`src/rtl/fetch_unit.sv`:
```
// Instruction fetch stage: PC, imem request/ready handshake, instruction register, next-PC select.
// Optional FETCH_ALIGN_CHECK_EN adds a sticky align_err output for misaligned jr targets.
module fetch_unit #(
  parameter logic [31:0] RESET_PC     = 32'h0000_0000,
  parameter int unsigned IMEM_TIMEOUT = 8
) (
  input  logic        clk,
  input  logic        rst_n,
  output logic        imem_req,
  output logic [31:0] imem_addr,
  input  logic        imem_ready,
  input  logic [31:0] imem_rdata,
  input  logic        branch,
  input  logic        branch_ne,
  input  logic        zero,
  input  logic        jump,
  input  logic        jr,
  input  logic [31:0] jr_target,
  input  logic        stall,
  output logic [31:0] instr,
  output logic [5:0]  opcode,
  output logic        instr_valid,
  output logic [31:0] pc,
  output logic [31:0] pc_plus4,
  output logic        fetch_err
`ifdef FETCH_ALIGN_CHECK_EN
  ,
  output logic        align_err
`endif
);

  localparam int unsigned CNT_W = (IMEM_TIMEOUT > 1) ? $clog2(IMEM_TIMEOUT + 1) : 1;

  typedef enum logic [1:0] {
    IDLE  = 2'd0,
    FETCH = 2'd1,
    EXEC  = 2'd2
  } state_t;

  state_t           state;
  logic [CNT_W-1:0] tmo_cnt;
  logic [31:0]      next_pc;
  logic [31:0]      br_off;
  logic             taken;

  assign imem_addr = pc;
  assign opcode    = instr[31:26];
  assign pc_plus4  = pc + 32'd4;

`ifndef FETCH_ALIGN_CHECK_EN
  // Low target bits are dropped without reporting in this build.
  logic unused_jr_lsbs;
  assign unused_jr_lsbs = ^jr_target[1:0];
`endif

  // Next-PC select: jr > jump > taken branch > sequential.
  always_comb begin
    taken   = branch & (zero ^ branch_ne);
    br_off  = {{14{instr[15]}}, instr[15:0], 2'b00};
    next_pc = pc_plus4;
    if (jr) begin
      next_pc = {jr_target[31:2], 2'b00};
    end else if (jump) begin
      next_pc = {pc_plus4[31:28], instr[25:0], 2'b00};
    end else if (taken) begin
      next_pc = pc_plus4 + br_off;
    end
  end

  // Fetch FSM with registered handshake and status outputs.
  always_ff @(posedge clk or negedge rst_n) begin
    if (!rst_n) begin
      state       <= IDLE;
      pc          <= RESET_PC;
      instr       <= 32'h0;
      instr_valid <= 1'b0;
      imem_req    <= 1'b0;
      fetch_err   <= 1'b0;
      tmo_cnt     <= '0;
`ifdef FETCH_ALIGN_CHECK_EN
      align_err   <= 1'b0;
`endif
    end else begin
      case (state)
        IDLE: begin
          state    <= FETCH;
          imem_req <= 1'b1;
        end
        FETCH: begin
          if (imem_ready) begin
            instr       <= imem_rdata;
            instr_valid <= 1'b1;
            imem_req    <= 1'b0;
            tmo_cnt     <= '0;
            state       <= EXEC;
          end else if ((IMEM_TIMEOUT != 0) && (tmo_cnt != CNT_W'(IMEM_TIMEOUT))) begin
            // Counter saturates at the limit; the request stays up.
            tmo_cnt <= tmo_cnt + CNT_W'(1);
            if (tmo_cnt == CNT_W'(IMEM_TIMEOUT - 1)) begin
              fetch_err <= 1'b1;
            end
          end
        end
        EXEC: begin
          if (!stall) begin
            pc          <= next_pc;
            instr_valid <= 1'b0;
            imem_req    <= 1'b1;
            state       <= FETCH;
`ifdef FETCH_ALIGN_CHECK_EN
            if (jr && (jr_target[1:0] != 2'b00)) begin
              align_err <= 1'b1;
            end
`endif
          end
        end
        default: begin
          state    <= IDLE;
          imem_req <= 1'b0;
        end
      endcase
    end
  end

endmodule

```
`config.mk`:
```
export PLATFORM = sky130hd
export DESIGN_NAME = fetch_unit
export DESIGN_NICKNAME = d
export VERILOG_FILES = /design/src/rtl/fetch_unit.sv
export SDC_FILE = /design/constraint.sdc
export NUM_CORES = 1
export LEC_CHECK = 0
export BUFFER_PORTS_ARGS = -buffer_cell sky130_fd_sc_hd__buf_2
export CAP_MARGIN = 10
export CORE_ASPECT_RATIO = 1.75
export CORE_MARGIN = 2
export CORE_UTILIZATION = 47
export CTS_CLUSTER_SIZE = 10
export DETAILED_ROUTE_END_ITERATION = 10
export GPL_TIMING_DRIVEN = 0
export HOLD_SLACK_MARGIN = 0.06
export PLACE_DENSITY = 0.86
export RECOVER_POWER = 50
export SLEW_MARGIN = 20
export SYNTH_ARGS = -nofsm -noshare
export SYNTH_HDL_FRONTEND = slang
export SYNTH_SLANG_ARGS = --single-unit
export TNS_END_PERCENT = 100
```
`constraint.sdc`:
```
create_clock -name clk -period 3.4 [get_ports clk]
set_input_delay 0.85 -clock clk [delete_from_list [all_inputs] [get_ports clk]]
set_output_delay 0.85 -clock clk [all_outputs]
set_load 0.005 [all_outputs]
```
==> results.ini <==
[worst_hold_path]
hp-class=flop to flop
min_from=instr_valid

[sta]
drv_slew=0
timing.hold.ws_ps=491.3
rsz0062_at_grt=true
setup-tns-final_ps=-1193
fin_worst_skew_ps=7.872
min_period_over_period_pct=105.2
fmax_ghz=0.2795
worst_slew_pin_slew_ps=1382
finalSetupViolCount=14
hold_violations=0
layout_setup_ws_ps=-178.3
timing.final.crit_period_ps=3578
relSlewSlack_pct=7.879

[cts]
clkSinkCount=70
path_clk_slew_ps=60
htreeDepth=3
cts_root_buf=clkbuf_16
cts_made_buffers=9
insertion_delay_ps=350
hold_buffers=0
clock_path_buffers=2
cts_tree=built

[run]
drv_cap=0

[detailed_routing]
dr.first_iter.drc_count=916
via_count=7463
dr.pass1.iters=6
wl_um=26710
drc=0
viasPerCell=6.303
wl_per_cell_um=22.55
postRouteAntennaNets=0

[yosys]
syn_inst=715
ys.flop_type=dfrtp_1
synth.yosys.seq_area_share_pct=28.77
synth_area_per_cell_um2=8.515
synth_enable_flop_cells=0
yosys_warnings=0
synthDistinctLibCells=73
synth-seq-cells=70
netlist_area_um2=6088
async_reset_ff_share_pct=100.0

[worst_setup_path]
critPathKind=flop to primary output
cp_slowest_cell=dfrtp_2
crit_path_frequent_cell=buf_4
cp_data_required_time_ps=2550
critPathLaunchType=flop
timing.critical_path.buf_inv=5
path_cells=ha_4 -> nand2_4 -> or3_4 -> buf_12 -> nor3_4 -> buf_6 -> buf_4 -> nand3_2 -> xnor2_4 -> buf_4 -> buf_2
crit_start=imem_addr[2]
reg2reg_from=imem_addr[13]
cp_top_family=simple AND/OR/NAND/NOR gates
critPathMaxStageDelay_ps=440
cp_max_fo=3
cp.arrival_ps=2730
cp-end-kind=primary output

[grt]
grt_pass1_wl_um=36850
grt_overflow_total=0
grt_max_degree=47
grt_use_total_pct=33.86
antenna_found_initial=0
grt_pass1_vias=7078

[power]
p_total_mw=10.86
p_leak_nw=4.325
power_density_nw_per_um2=1174
ir_drop_mv=0.7328

[floorplan]
placeableCoreArea_um2=12800
num_rows=55
io_pins=210
start_util_pct=47.57
fp.dieW_um=90.04
die_area_um2=13920
die_y_um=154.6

[finish]
fin_nets=1120
syn_to_final_growth_pct=51.93
layout-drive-gt1-share_pct=48.96
layout_commonest_cell=buf_2
multi_input_area_um2=4791
mostFrequentLayoutCells=175 x buf_2, 107 x buf_4, 65 x nand2_1, 53 x dfrtp_1, 47 x a21oi_1
fillers=932
n_antenna_cell=0
finalInstanceArea_um2=9250
register_area_um2=1773

[place]
port_buffers=200
globalplace.congestion=1.004
place_hpwl_um=17760
placed_area_um2=7415

[run_status]
failed_checks=negative setup slack
status=complete, but fails checks

[tightest hold or removal path: stages (launching register included)]
cell and delay, ps:
dfrtp_1 350, nand2_1 50, nand2_1 50
[report_power, final]
group | total [mW] | switching [mW] | internal, mW
Clock | 1.10 | 0.442 | 0.655
Sequential | 1.98 | 0.730 | 1.25
Combinational | 7.78 | 3.99 | 3.80
Total | 10.9 | 5.16 | 5.70
[cell families (layout without fill, tap and decap cells)]
kind of cell | Yosys count | in the layout | share of synthesized area, %
flip-flops | 70 | 70 | 28.77
AO/OA/AOI/OAI | 199 | 199 | 21.11
adder cells (fa/ha/maj) | 39 | 39 | 8.138
AND/OR/NAND/NOR | 235 | 235 | 19.19
XOR/XNOR | 47 | 47 | 7.008
other | 1 | 6 | 0.06159
buffers and inverters | 86 | 379 | 8.816
multiplexers | 38 | 38 | 6.905
[area by class of cell]
class | count | area share (%)
Clock inverter | 7 | 1.136
Tap cell | 171 | 2.313
Timing Repair Buffer | 281 | 17.58
Clock buffer | 9 | 2.435
Buffer | 68 | 5.005
Multi-Input combinational cell | 564 | 51.79
Sequential cell | 70 | 19.17
Inverter | 14 | 0.5681
[metrics by stage]
| step | std cells | util [%] | worst slack [ps] |
|---|---|---|---|
| after global routing | 1184 | 72.27 | -265.0 |
| after global placement | 1091 | 57.69 | -997.4 |
| after detailed placement | 1092 | 57.93 | -972.3 |
| after floorplan | 720 | - | 12.39 |
| final | 1184 | 72.27 | -178.3 |
| after CTS | 1141 | 65.80 | -109.4 |
[repair_timing]
item / in CTS / in global routing
pin swaps: 23 / 83
hold endpoints to repair: 0 / 0
endpoints found under the setup margin: 23 / 21
setup buffers: 35 / 46
gates resized for setup: 86 / 101
[Yosys cell counts, drive strengths merged, types with 6 or more instances]
cell type   n  share of area [%]
nor3       12               0.99
ha         38                7.8
o21ai      32                2.6
o22ai      10                1.0
a21oi      60                4.9
o21a        8               0.99
nand2      72                4.4
mux2       32                5.9
xnor2      27                4.0
inv        12               0.74
dfrtp      70                 29
nand4       9                1.0
a21o       18                2.2
nor2       50                3.1
clkbuf     25                1.9
and3       17                1.8
buf        46                5.5
o211ai     13                1.6
a211oi      6               0.74
nand3      30                2.5
xor2       20                3.0
mux2i       6               0.99
or3        10                1.1
and2       10                1.0
a31oi      12                1.2
[state kept, by name, indices dropped and copies added, names as in the netlist]
signal	cells
instr	32
imem_addr	30
tmo_cnt	4
fetch_err	1
imem_req	1
instr_valid	1
state	1
[layer usage]
layer	vias to the layer above	global-route usage [%]	part of all wire, %
met3	187	5.358	9.4
li1	3161	-	-
met2	642	60.79	50
met1	3473	35.44	31
met5	-	0	0
met4	0	24.76	8.7
[final timing paths]
path                            endpoint  slack (ps)  depth (start not counted)
hold reg to reg              instr_valid         490                          2
max in group asynchronous   imem_addr[8]         600                          2
setup reg to reg           imem_addr[29]        -150                         15
hold / removal               instr_valid         490                          2
min in group asynchronous      instr[28]         800                          1
setup / recovery            pc_plus4[30]        -180                         11
(Power assumes the default switching activity.)
